<file path="src/rtl/mux_sel_gen_if.sv">
// Bus between the Versat controller and the select-sequence generator:
// start/advance controls, configuration words, and the select/done results.
interface mux_sel_gen_if #(
  parameter int DATA_W = 32,
  parameter int CNT_W  = 16
);
  logic              running;
  logic              run;
  logic [CNT_W-1:0]  delay0;
  logic [CNT_W-1:0]  hold0;
  logic [CNT_W-1:0]  hold1;
  logic [CNT_W-1:0]  hold2;
  logic [CNT_W-1:0]  hold3;
  logic [CNT_W-1:0]  iter;
  logic [DATA_W-1:0] out0;
  logic              done;

  modport master (
    output running, run, delay0, hold0, hold1, hold2, hold3, iter,
    input  out0, done
  );

  modport slave (
    input  running, run, delay0, hold0, hold1, hold2, hold3, iter,
    output out0, done
  );
endinterface

</file>
<file path="src/rtl/mux_sel_gen.sv">
// Select-sequence generator for the 4-way registered selector: emits select 0..3, each held
// for a programmed number of cycles, over a programmed number of passes.
// Optional feature macro: MUX_SEL_GEN_PINGPONG_EN (odd passes walk the slots in descending order).
module mux_sel_gen #(
  parameter int DATA_W = 32,
  parameter int CNT_W  = 16
) (
  input  logic         clk,
  input  logic         rst,
  mux_sel_gen_if.slave bus
);

  typedef enum logic [1:0] {
    IDLE  = 2'd0,
    DELAY = 2'd1,
    GEN   = 2'd2,
    DONE  = 2'd3
  } state_t;

  state_t            state_r, state_s;
  logic [CNT_W-1:0]  dcnt_r, dcnt_s;
  logic [CNT_W-1:0]  hcnt_r, hcnt_s;
  logic [CNT_W-1:0]  pass_r, pass_s;
  logic [CNT_W-1:0]  iter_r;
  logic [CNT_W-1:0]  hold_r [4];
  logic [1:0]        slot_r, slot_s;
  logic [DATA_W-1:0] out_r, out_s;
  logic              done_r, done_s;

  logic [3:0]        mask_s;
  logic [3:0]        mask_in_s;
  logic [2:0]        run_first_s;
  logic [2:0]        nxt_s;
  logic [2:0]        first_s;
  logic [CNT_W-1:0]  pass_inc_s;
  logic              empty_s;
  logic              last_cyc_s;

  // Lowest enabled slot at or above lo; bit 2 flags that one was found.
  function automatic logic [2:0] scan_up(input logic [3:0] mask, input logic [2:0] lo);
    logic [2:0] r;
    r = 3'b000;
    for (int i = 3; i >= 0; i--) begin
      r = (mask[i] && (3'(i) >= lo)) ? {1'b1, 2'(i)} : r;
    end
    return r;
  endfunction

`ifdef MUX_SEL_GEN_PINGPONG_EN
  // Highest enabled slot strictly below hi; bit 2 flags that one was found.
  function automatic logic [2:0] scan_down(input logic [3:0] mask, input logic [2:0] hi);
    logic [2:0] r;
    r = 3'b000;
    for (int i = 0; i <= 3; i++) begin
      r = (mask[i] && (3'(i) < hi)) ? {1'b1, 2'(i)} : r;
    end
    return r;
  endfunction
`endif

  assign mask_in_s   = {bus.hold3 != {CNT_W{1'b0}}, bus.hold2 != {CNT_W{1'b0}},
                        bus.hold1 != {CNT_W{1'b0}}, bus.hold0 != {CNT_W{1'b0}}};
  assign mask_s      = {hold_r[3] != {CNT_W{1'b0}}, hold_r[2] != {CNT_W{1'b0}},
                        hold_r[1] != {CNT_W{1'b0}}, hold_r[0] != {CNT_W{1'b0}}};
  assign run_first_s = scan_up(mask_in_s, 3'd0);
  assign empty_s     = (iter_r == {CNT_W{1'b0}}) || (mask_s == 4'b0000);
  assign pass_inc_s  = pass_r + CNT_W'(1);
  // The current slot always has a non-zero hold while generating, so hold-1 cannot wrap.
  assign last_cyc_s  = (hcnt_r == (hold_r[slot_r] - CNT_W'(1)));

`ifdef MUX_SEL_GEN_PINGPONG_EN
  assign nxt_s   = pass_r[0] ? scan_down(mask_s, {1'b0, slot_r})
                             : scan_up(mask_s, {1'b0, slot_r} + 3'd1);
  assign first_s = pass_inc_s[0] ? scan_down(mask_s, 3'd4) : scan_up(mask_s, 3'd0);
`else
  assign nxt_s   = scan_up(mask_s, {1'b0, slot_r} + 3'd1);
  assign first_s = scan_up(mask_s, 3'd0);
`endif

  // Next-state and next-output logic; run overrides everything, running=0 is a pure stall.
  always_comb begin
    state_s = state_r;
    dcnt_s  = dcnt_r;
    hcnt_s  = hcnt_r;
    pass_s  = pass_r;
    slot_s  = slot_r;
    out_s   = out_r;
    done_s  = done_r;
    if (bus.run) begin
      dcnt_s  = bus.delay0;
      hcnt_s  = {CNT_W{1'b0}};
      pass_s  = {CNT_W{1'b0}};
      slot_s  = run_first_s[1:0];
      done_s  = 1'b0;
      state_s = (bus.delay0 == {CNT_W{1'b0}}) ? GEN : DELAY;
    end else if (bus.running) begin
      case (state_r)
        DELAY: begin
          // Leaving on the last delay cycle lets the first select land delay0+1 cycles after run.
          if (dcnt_r <= CNT_W'(1)) begin
            dcnt_s  = {CNT_W{1'b0}};
            state_s = GEN;
          end else begin
            dcnt_s  = dcnt_r - CNT_W'(1);
            state_s = DELAY;
          end
        end
        GEN: begin
          if (empty_s) begin
            state_s = DONE;
            done_s  = 1'b1;
          end else begin
            out_s = {{(DATA_W-2){1'b0}}, slot_r};
            if (last_cyc_s) begin
              hcnt_s = {CNT_W{1'b0}};
              if (nxt_s[2]) begin
                slot_s = nxt_s[1:0];
              end else begin
                pass_s = pass_inc_s;
                slot_s = first_s[1:0];
                if (pass_inc_s == iter_r) begin
                  state_s = DONE;
                  done_s  = 1'b1;
                end else begin
                  state_s = GEN;
                end
              end
            end else begin
              hcnt_s = hcnt_r + CNT_W'(1);
            end
          end
        end
        default: begin
          state_s = state_r;
        end
      endcase
    end else begin
      state_s = state_r;
    end
  end

  // State, counters and registered outputs.
  always_ff @(posedge clk or posedge rst) begin
    if (rst) begin
      state_r <= IDLE;
      dcnt_r  <= {CNT_W{1'b0}};
      hcnt_r  <= {CNT_W{1'b0}};
      pass_r  <= {CNT_W{1'b0}};
      slot_r  <= 2'd0;
      out_r   <= {DATA_W{1'b0}};
      done_r  <= 1'b1;
    end else begin
      state_r <= state_s;
      dcnt_r  <= dcnt_s;
      hcnt_r  <= hcnt_s;
      pass_r  <= pass_s;
      slot_r  <= slot_s;
      out_r   <= out_s;
      done_r  <= done_s;
    end
  end

  // Shadow copy of the configuration, captured only on run.
  always_ff @(posedge clk or posedge rst) begin
    if (rst) begin
      iter_r    <= {CNT_W{1'b0}};
      hold_r[0] <= {CNT_W{1'b0}};
      hold_r[1] <= {CNT_W{1'b0}};
      hold_r[2] <= {CNT_W{1'b0}};
      hold_r[3] <= {CNT_W{1'b0}};
    end else if (bus.run) begin
      iter_r    <= bus.iter;
      hold_r[0] <= bus.hold0;
      hold_r[1] <= bus.hold1;
      hold_r[2] <= bus.hold2;
      hold_r[3] <= bus.hold3;
    end
  end

  assign bus.out0 = out_r;
  assign bus.done = done_r;

endmodule
</file>
<file path="src/flat_wrapper.sv">
// flat-port wrapper written by rule: the top's interface ports become plain ports
module mux_sel_gen_flat 
#(
  parameter int DATA_W = 32,
  parameter int CNT_W  = 16
)
  (clk, rst, bus_running, bus_run, bus_delay0, bus_hold0, bus_hold1, bus_hold2, bus_hold3, bus_iter, bus_out0, bus_done);
  mux_sel_gen_if #(.DATA_W(DATA_W), .CNT_W(CNT_W)) bus_i ();
  input  logic clk;
  input  logic rst;
  input wire logic [$bits(bus_i.running)-1:0] bus_running;
  input wire logic [$bits(bus_i.run)-1:0] bus_run;
  input wire logic [$bits(bus_i.delay0)-1:0] bus_delay0;
  input wire logic [$bits(bus_i.hold0)-1:0] bus_hold0;
  input wire logic [$bits(bus_i.hold1)-1:0] bus_hold1;
  input wire logic [$bits(bus_i.hold2)-1:0] bus_hold2;
  input wire logic [$bits(bus_i.hold3)-1:0] bus_hold3;
  input wire logic [$bits(bus_i.iter)-1:0] bus_iter;
  output wire logic [$bits(bus_i.out0)-1:0] bus_out0;
  output wire logic [$bits(bus_i.done)-1:0] bus_done;
  assign bus_i.running = bus_running;
  assign bus_i.run = bus_run;
  assign bus_i.delay0 = bus_delay0;
  assign bus_i.hold0 = bus_hold0;
  assign bus_i.hold1 = bus_hold1;
  assign bus_i.hold2 = bus_hold2;
  assign bus_i.hold3 = bus_hold3;
  assign bus_i.iter = bus_iter;
  assign bus_out0 = bus_i.out0;
  assign bus_done = bus_i.done;
  mux_sel_gen #(.DATA_W(DATA_W), .CNT_W(CNT_W)) u_core (.clk(clk), .rst(rst), .bus(bus_i));
endmodule
</file>
<file path="config.mk">
export PLATFORM = sky130hd
export DESIGN_NAME = mux_sel_gen_flat
export DESIGN_NICKNAME = d
export VERILOG_FILES = /design/src/rtl/mux_sel_gen_if.sv /design/src/rtl/mux_sel_gen.sv /design/src/flat_wrapper.sv
export SDC_FILE = /design/constraint.sdc
export NUM_CORES = 1
export LEC_CHECK = 0
export BUFFER_PORTS_ARGS = -buffer_cell sky130_fd_sc_hd__buf_2
export CAP_MARGIN = 20
export CORE_MARGIN = 8
export CORE_UTILIZATION = 57
export DETAILED_ROUTE_END_ITERATION = 12
export PLACE_DENSITY = 0.79
export SKIP_CTS_REPAIR_TIMING = 1
export SYNTH_ARGS = -nofsm -noshare
export SYNTH_HDL_FRONTEND = slang
export SYNTH_SLANG_ARGS = --single-unit
</file>
<file path="constraint.sdc">
create_clock -name clk -period 5.09 [get_ports clk]
set_clock_uncertainty 0.2 [all_clocks]
set_input_delay 0.509 -clock clk [delete_from_list [all_inputs] [get_ports clk]]
set_output_delay 0.509 -clock clk [all_outputs]
set_load 0.01 [all_outputs]
</file>
==> results of run 1 <==
power by group:
| group | switching [mW] | leakage, nW | internal, mW |
|---|---|---|---|
| clock network | 0.527 | 0.306 | 0.791 |
| logic | 0.252 | 1.81 | 0.223 |
| registers | 0.104 | 1.66 | 1.16 |
| total | 0.883 | 3.77 | 2.18 |
cells in the mapped netlist (20+ instances only):
cell / n
nand4_1: 22
clkbuf_1: 23
nor4_1: 46
mux2_2: 82
nand2_1: 40
nor2_1: 61
buf_4: 30
o21ai_0: 34
xnor2_1: 42
nor3_1: 20
dfrtp_1: 134
nand3_1: 23
sequential cells by signal, indices dropped and copies added (netlist names):
signal,cells
u_core.bus.out0,2
u_core.dcnt_r,16
u_core.state_r,2
u_core.pass_r,16
u_core.hold_r,64
u_core.slot_r,2
u_core.hcnt_r,16
u_core.iter_r,16
u_core.bus.done,1
cells by family (layout without fill, tap and decap cells):
| kind of cell | count (synthesis) | in the layout |
|---|---|---|
| other cells | 1 | 30 |
| compound gates | 103 | 103 |
| fa+ha+maj | 5 | 5 |
| mux | 103 | 103 |
| flops | 135 | 135 |
| xor+xnor | 58 | 58 |
| simple gates | 282 | 282 |
| buf+inv | 76 | 156 |
stage by stage:
stage	total power [mW]	setup WS (ns)	hold WS, ns	instance area [sq um]
3_5_place_dp	1.747	0.7656	0.2960	8537
5_1_grt	3.168	0.3975	0.07107	9164
3_3_place_gp	1.732	0.8755	0.3037	8537
2_1_floorplan	1.608	0.7715	0.2796	8122
4_1_cts	3.063	0.7494	0.02447	9164
6_report	3.061	0.7038	0.003232	9164
routing by layer:
metal	up-vias	global-route usage (%)	wire (um)
li1	2990	-	-
met1	3143	30.54	8934
met2	330	34.95	9458
met3	55	6.129	1729
met4	0	10.54	572
met5	-	0	0
worst max-delay path by stage:
stage	end	cells after the start	slack, ns	start
final	u_core.pass_r[3]	12	0.70	u_core.slot_r[0]
after global routing	u_core.slot_r[0]	12	0.40	u_core.slot_r[0]
after CTS	u_core.slot_r[1]	12	0.75	u_core.slot_r[0]
after detailed placement	u_core.slot_r[1]	12	0.77	u_core.slot_r[0]
after global placement	u_core.slot_r[0]	12	0.88	u_core.slot_r[0]
after floorplan	u_core.bus.out0[0]	1	0.77	rst
area by class of cell:
type                       count  area share [%]
sequential                   135           36.88
timing repair buffer         108           6.090
tap                          180           2.458
clock buffer                  17           4.642
multi-input combinational    581           47.05
clock inverter                15           2.198
inverter                      16          0.6827
worst reg2reg max path: cells and delay by family, from the launching register on:
family,cells,cell delay (ns)
AO/OA/AOI/OAI,3,0.63
multiplexers,1,0.61
buffers and inverters,2,0.18
AND/OR/NAND/NOR,5,1.95
flip-flops,1,0.49
adder cells (fa/ha/maj),1,0.24
==> out/results.tsv, run 1 <==
metric	value	unit
status	finished clean	
synthesized instance count	763	
Synth Area in XOR/XNOR	6.512	%
CTS Sinks	135	
final wirelength	20.70	mm
worst r2r dst	u_core.pass_r[3]	
Slew Viols, Final	0	
ANT nets after route	0	
compound-gate portion of the synthesized area	8.713	%
Worst Path Max Fanout	22	
Post-synth ARST share	100.0	%
Critical Path, Cell by Cell	mux4_2 -> inv_1 -> ha_1 -> inv_1 -> or4_4 -> o31a_1 -> nor4b_1 -> a211oi_1 -> nor3b_4 -> nand3_4 -> or3_1 -> a21oi_1	
number of max-cap violations	0	
multi-input logic area	4312	sq um
TNS Setup	0	ns
filler instances	1014	
slowest stage delay, CP	0.61	ns
Core ar.	13830	sq um
Worst VDD drop	0.3319	mV
Skew-Pair Late Insertion Delay	0.43	ns
fin crit share	86.17	%
Vias	6518	
most frequent cells in the layout	dfrtp_1, buf_2, mux2_2	
Crit path required time	5.24	ns
Critical Path Sink Type	register	
post-detail-place hpwl	15.32	mm
largest area contributor in the netlist	dfrtp_1	
CTS tree	built	
initial core utilization	57.95	%
Adder-Cell Fraction of Synth Area	0.7808	%
Inst Count DP	1020	
relative slew slack	37.57	%
Worst-path clk slew	0.07	ns
r2r startpoint	u_core.slot_r[0]	
Lkg Pwr	3.773	nW
share of the synthesized area in the top cell type	41.85	%
Rows	43	
Num CTS Buffers	17	
synth-to-layout area growth	14.37	%
pin count of the biggest net entering global routing	74	
slew of the pin with the lowest slew margin	0.9365	ns
final hold violations	0	
Crit Path Category	register to register	
WL per Instance	19.67	um
mux cell area share after synthesis	16.69	%
sequential area share after synthesis	42.18	%
reg2reg setup slack	0.70	ns
RSZ-0062 raised after global routing	no	
die area	18110	sq um
initial antenna violation count	0	
most common cell after layout, fill and taps aside	dfrtp_1	
H-tree depth	4	
n_diodes	0	
vias per inst	6.196	
Ys Warns	0	
fin nets	964	
residual DRC count	0	
first-pass GRT wire length	33.24	mm
Mapped Area	8013	sq um
largest family of logic cells by synthesized area	simple AND/OR/NAND/NOR gates	
total track usage	23.14	%
most used cell, CP	inv_1	
share of cells above drive strength 1	29.36	%
crit path max-delay cell type	mux4_2	
final design utilization	66.27	%
Post-synth EDFFs	0	
FMAX	228.0	MHz
drt first pass iters	5	
chip width	134.6	um
CTS Buffer Depth	2	
Cell Pwr Density	334.0	nW/um^2
Worst R2R Path Depth	12	
Synth area leaders	dfrtp_1, mux2_2, xnor2_1	
Setup Viol. Count Final	0	
CP arrival	4.53	ns
worst min-delay path class	input port to async pin	
Synth Register Bits	135	
I/O pin cnt	133	
die height	134.6	um
fin cells	1052	
kind of start point of the critical path	register	
Synth Flop Type	dfrtp_1	
synth unique cells	76	
Simple-Gate Fraction of Synth Area	19.71	%
number of global-route vias before repair	6423	
port buffer count	102	
register area	3379	sq um
Avg Cell Area, Syn	10.50	sq um
initial DRC count	555	
total grt overflow	0	
gpl congestion	0.9116	
Top delay family on crit path	simple AND/OR/NAND/NOR gates	
WP buf/inv	2	
crit path time final	4.386	ns
CTS root buf	clkbuf_16	
No activity file was read; power rests on OpenSTA's default activity.
==> run 2, diff against run 1 <==
--- a/config.mk
+++ b/config.mk
@@ -6,11 +6,11 @@
 export NUM_CORES = 1
 export LEC_CHECK = 0
 export BUFFER_PORTS_ARGS = -buffer_cell sky130_fd_sc_hd__buf_2
-export CAP_MARGIN = 20
+export CAP_MARGIN = 10
 export CORE_MARGIN = 8
-export CORE_UTILIZATION = 57
+export CORE_UTILIZATION = 60
 export DETAILED_ROUTE_END_ITERATION = 12
-export PLACE_DENSITY = 0.79
+export PLACE_DENSITY = 0.82
 export SKIP_CTS_REPAIR_TIMING = 1
 export SYNTH_ARGS = -nofsm -noshare
 export SYNTH_HDL_FRONTEND = slang
==> constraint.sdc (replaced) <==
create_clock -name clk -period 5.28 [get_ports clk]
set_clock_uncertainty 0.2 [all_clocks]
set_input_delay 0.528 -clock clk [delete_from_list [all_inputs] [get_ports clk]]
set_output_delay 0.528 -clock clk [all_outputs]
set_load 0.01 [all_outputs]
==> run 2 against run 1 <==
Compared with the run above:
- via count is 1.9% higher
- largest power group unchanged
- highest routed layer unchanged
- critical endpoint is now u_core.pass_r[13]
- sequential share of layout area hardly changed
- wire length is 0.76% higher
==> out/results.tsv, run 2 (synthesized netlist as in run 1, its figures left out) <==
metric	value	unit
Crit path required time	5.42	ns
Rows	42	
CTS Buffer Depth	2	
residual DRC count	0	
most flop-heavy register	u_core.hold_r	
Crit Path Category	register to register	
TNS Setup	0	ns
CTS Sinks	135	
post-detail-place hpwl	14.99	mm
Vias	6642	
crit path max-delay cell type	mux4_2	
total grt overflow	0	
crit path time final	4.463	ns
I/O pin cnt	133	
Worst-path clk slew	0.07	ns
fin nets	963	
H-tree depth	4	
Worst VDD drop	0.2864	mV
final design utilization	69.78	%
setup ws final	0.8167	ns
most common cell after layout, fill and taps aside	dfrtp_1	
WL per Instance	19.92	um
number of global-route vias before repair	6544	
Worst Path Max Fanout	22	
worst min-delay path class	input port to async pin	
WP buf/inv	2	
r2r startpoint	u_core.slot_r[0]	
Num CTS Buffers	17	
multi-input logic area	4312	sq um
most used cell, CP	inv_1	
Setup Viol. Count Final	0	
Top delay family on crit path	simple AND/OR/NAND/NOR gates	
share of cells above drive strength 1	29.28	%
Worst R2R Path Depth	12	
slew of the pin with the lowest slew margin	1.032	ns
Core ar.	13140	sq um
CP arrival	4.61	ns
initial DRC count	718	
relative slew slack	31.19	%
chip width	131.6	um
die height	131.6	um
initial core utilization	60.99	%
register area	3379	sq um
kind of start point of the critical path	register	
reg2reg setup slack	0.82	ns
Critical Path Sink Type	register	
final hold violations	0	
worst r2r dst	u_core.pass_r[13]	
most frequent cells in the layout	dfrtp_1, buf_2, mux2_2	
total track usage	24.56	%
synth-to-layout area growth	14.41	%
Lkg Pwr	3.778	nW
die area	17310	sq um
initial antenna violation count	0	
WHS	0.07713	ns
status	finished clean	
first-pass GRT wire length	34.72	mm
Cell Pwr Density	324.8	nW/um^2
ANT nets after route	0	
Slew Viols, Final	0	
slowest stage delay, CP	0.62	ns
number of max-cap violations	0	
fin crit share	84.53	%
drt first pass iters	5	
gpl congestion	0.9336	
RSZ-0062 raised after global routing	no	
dpl ws	0.8722	ns
number of flip-flops in the largest register	64	
vias per inst	6.344	
pin count of the biggest net entering global routing	81	
Skew-Pair Late Insertion Delay	0.43	ns
FMAX	224.1	MHz
n_diodes	0	
CTS tree	built	
CTS root buf	clkbuf_16	
filler instances	968	
Critical Path, Cell by Cell	mux4_2 -> inv_1 -> ha_1 -> inv_1 -> or4_4 -> o31a_1 -> nor4b_1 -> a211oi_1 -> nor3b_4 -> nand3_4 -> or3_1 -> a21oi_1	
port buffer count	102	
final wirelength	20.85	mm
run 2: power breakdown:
group	internal, mW	leakage [nW]	switching (mW)	total (mW)
combinational	0.214	1.80	0.242	0.457
clock	0.780	0.317	0.518	1.30
sequential	1.12	1.66	0.102	1.22
total	2.12	3.78	0.863	2.98
run 2: worst max-delay path by stage:
stage | startpoint | to | slack (ns) | cells past startpoint
2_1_floorplan | rst | u_core.bus.out0[0] | 0.94 | 1
3_3_place_gp | u_core.slot_r[0] | u_core.slot_r[0] | 0.96 | 12
3_5_place_dp | u_core.slot_r[0] | u_core.slot_r[0] | 0.87 | 12
4_1_cts | u_core.slot_r[0] | u_core.pass_r[13] | 0.83 | 12
5_1_grt | u_core.slot_r[0] | u_core.pass_r[13] | 0.48 | 12
6_report | u_core.slot_r[0] | u_core.pass_r[13] | 0.82 | 12
run 2: per-layer routing:
metal  share of wire [%]  track usage [%]  vias up
li1                    -                -     2985
met1                  43            32.81     3272
met2                  47            37.87      339
met3                 8.2            6.745       46
met4                 2.2            8.296        0
met5                   0                0        -
run 2: area by class of cell:
| cell class | count | area share [%] |
|---|---|---|
| Sequential cell | 135 | 36.86 |
| Multi-Input combinational cell | 581 | 47.03 |
| Inverter | 16 | 0.6824 |
| Clock buffer | 18 | 4.790 |
| Timing Repair Buffer | 107 | 6.005 |
| Clock inverter | 14 | 2.225 |
| Tap cell | 176 | 2.402 |
run 2: through the flow:
| step | std cells | power, mW | instance area [sq um] |
|---|---|---|---|
| 5_1_grt | 1047 | 3.092 | 9168 |
| 6_report | 1047 | 2.978 | 9168 |
| 4_1_cts | 1047 | 2.980 | 9168 |
| 3_3_place_gp | 1015 | 1.669 | 8524 |
| 2_1_floorplan | 792 | 1.550 | 8122 |
| 3_5_place_dp | 1015 | 1.682 | 8524 |
==> run 3, diff against run 2 <==
--- a/config.mk
+++ b/config.mk
@@ -8,9 +8,9 @@
 export BUFFER_PORTS_ARGS = -buffer_cell sky130_fd_sc_hd__buf_2
 export CAP_MARGIN = 10
 export CORE_MARGIN = 8
-export CORE_UTILIZATION = 60
+export CORE_UTILIZATION = 57
 export DETAILED_ROUTE_END_ITERATION = 12
-export PLACE_DENSITY = 0.82
+export PLACE_DENSITY = 0.79
 export SKIP_CTS_REPAIR_TIMING = 1
 export SYNTH_ARGS = -nofsm -noshare
 export SYNTH_HDL_FRONTEND = slang
==> constraint.sdc (replaced) <==
create_clock -name clk -period 4.5 [get_ports clk]
set_clock_uncertainty 0.2 [all_clocks]
set_input_delay 0.45 -clock clk [delete_from_list [all_inputs] [get_ports clk]]
set_output_delay 0.45 -clock clk [all_outputs]
set_load 0.01 [all_outputs]
==> run 3 against run 2 <==
Compared with the run above:
- setup slack got worse by 0.51 ns
- global-route usage decreased by 0.63 points
- flip-flop and latch count unchanged
- fmax grew 6.5%
- combinational power increased by 19%
- first-iteration DRC count down 6.5%
- largest cell class unchanged
==> out/results.tsv, run 3 (synthesized netlist as in run 1, its figures left out) <==
metric	value	unit
WP buf/inv	2	
final hold violations	0	
Core ar.	13830	sq um
reg2reg setup slack	0.31	ns
drt first pass iters	6	
FMAX	238.6	MHz
post-detail-place hpwl	15.16	mm
status	finished clean	
RSZ-0062 raised after global routing	no	
worst min-delay path class	input port to register	
H-tree depth	4	
first-pass GRT wire length	34.52	mm
total grt overflow	0	
CTS tree	built	
Vias	6545	
number of global-route vias before repair	6498	
kind of start point of the critical path	register	
Worst-path clk slew	0.07	ns
WHS	0.04342	ns
Num CTS Buffers	17	
crit path time final	4.191	ns
total track usage	23.93	%
most flop-heavy register	u_core.hold_r	
CTS Buffer Depth	2	
PnR Total Power	3.439	mW
pin count of the biggest net entering global routing	85	
chip width	134.6	um
most frequent cells in the layout	dfrtp_1, buf_2, mux2_2	
WL per Instance	19.91	um
fin crit share	93.14	%
Crit path required time	4.64	ns
initial DRC count	671	
CTS root buf	clkbuf_16	
Worst Path Max Fanout	22	
slowest stage delay, CP	0.60	ns
residual DRC count	0	
Critical Path Sink Type	register	
gpl congestion	0.8973	
Worst VDD drop	0.3244	mV
Slew Viols, Final	0	
most common cell after layout, fill and taps aside	dfrtp_1	
initial core utilization	57.95	%
share of cells above drive strength 1	29.76	%
initial antenna violation count	0	
CP arrival	4.34	ns
crit path max-delay cell type	mux4_2	
final wirelength	21.05	mm
die height	134.6	um
most used cell, CP	inv_1	
fin nets	969	
number of max-cap violations	0	
Rows	43	
synth-to-layout area growth	14.68	%
Lkg Pwr	3.791	nW
Setup Viol. Count Final	0	
die area	18110	sq um
slew of the pin with the lowest slew margin	1.037	ns
Critical Path, Cell by Cell	mux4_2 -> inv_1 -> ha_1 -> inv_1 -> or4_4 -> o31a_1 -> nor4b_1 -> a211oi_1 -> nor3b_4 -> nand3_4 -> or3_1 -> a21oi_1	
I/O pin cnt	133	
port buffer count	102	
Skew-Pair Late Insertion Delay	0.43	ns
n_diodes	0	
number of flip-flops in the largest register	64	
filler instances	1015	
Cell Pwr Density	374.3	nW/um^2
TNS Setup	0	ns
Crit Path Category	register to register	
vias per inst	6.192	
CTS Sinks	135	
Top delay family on crit path	simple AND/OR/NAND/NOR gates	
ANT nets after route	0	
relative slew slack	30.85	%
run 3: cell types whose count changed in the layout (fill, tap and decap cells not counted):
cell        delta
inv_6          +1
bufinv_16      -1
clkinv_4       -2
clkinvlp_4     +2
buf_4          +6
clkinv_8       -1
inv_8          +1
run 3: through the flow:
| stage | setup slack (ns) | cell area (sq um) | util (%) | cells |
|---|---|---|---|---|
| floorplan | 0.2405 | 8122 | - | 792 |
| global placement | 0.4183 | 8559 | 61.90 | 1023 |
| detailed placement | 0.3163 | 8559 | 61.90 | 1023 |
| CTS | 0.2664 | 9174 | 66.35 | 1055 |
| global route | 0.02178 | 9189 | 66.46 | 1057 |
| finish | 0.3085 | 9189 | 66.46 | 1057 |
run 3: cell type report:
| class | count | area, sq um | share of cell area [%] |
|---|---|---|---|
| timing repair buffer | 113 | 595.6 | 6.481 |
| sequential | 135 | 3379 | 36.78 |
| clock inverter | 14 | 175.2 | 1.906 |
| tap | 180 | 225.2 | 2.451 |
| inverter | 16 | 62.56 | 0.6808 |
| clock buffer | 18 | 439.2 | 4.779 |
| multi-input combinational | 581 | 4312 | 46.92 |
run 3: worst register-to-register path: cells and delay by family, from the launching register on:
family,cells,cell delay [ns]
simple gates,5,1.87
mux,1,0.60
compound gates,3,0.57
flops,1,0.44
fa+ha+maj,1,0.25
buf+inv,2,0.18
run 3: report_power, final:
group	switching, mW	internal [mW]
Sequential	0.118	1.32
Combinational	0.288	0.254
Clock	0.605	0.858
Total	1.01	2.43
run 3: worst paths after layout:
path / from / endpoint / cells past startpoint
setup reg to reg: u_core.slot_r[0] / u_core.pass_r[13] / 12
setup / recovery: u_core.slot_r[0] / u_core.pass_r[13] / 12
hold reg to reg: u_core.dcnt_r[7] / u_core.dcnt_r[7] / 1
max in group asynchronous: rst / u_core.iter_r[12] / 3
hold / removal: bus_delay0[8] / u_core.dcnt_r[8] / 3
min in group asynchronous: rst / u_core.dcnt_r[14] / 2
run 3: per-layer routing:
layer | vias to the layer above | global-route usage (%) | wire length [um]
met3 | 54 | 7.207 | 1810
met4 | 0 | 9.295 | 510
met5 | - | 0 | 0
met1 | 3163 | 31.60 | 9004
li1 | 3000 | - | -
met2 | 328 | 36.20 | 9719
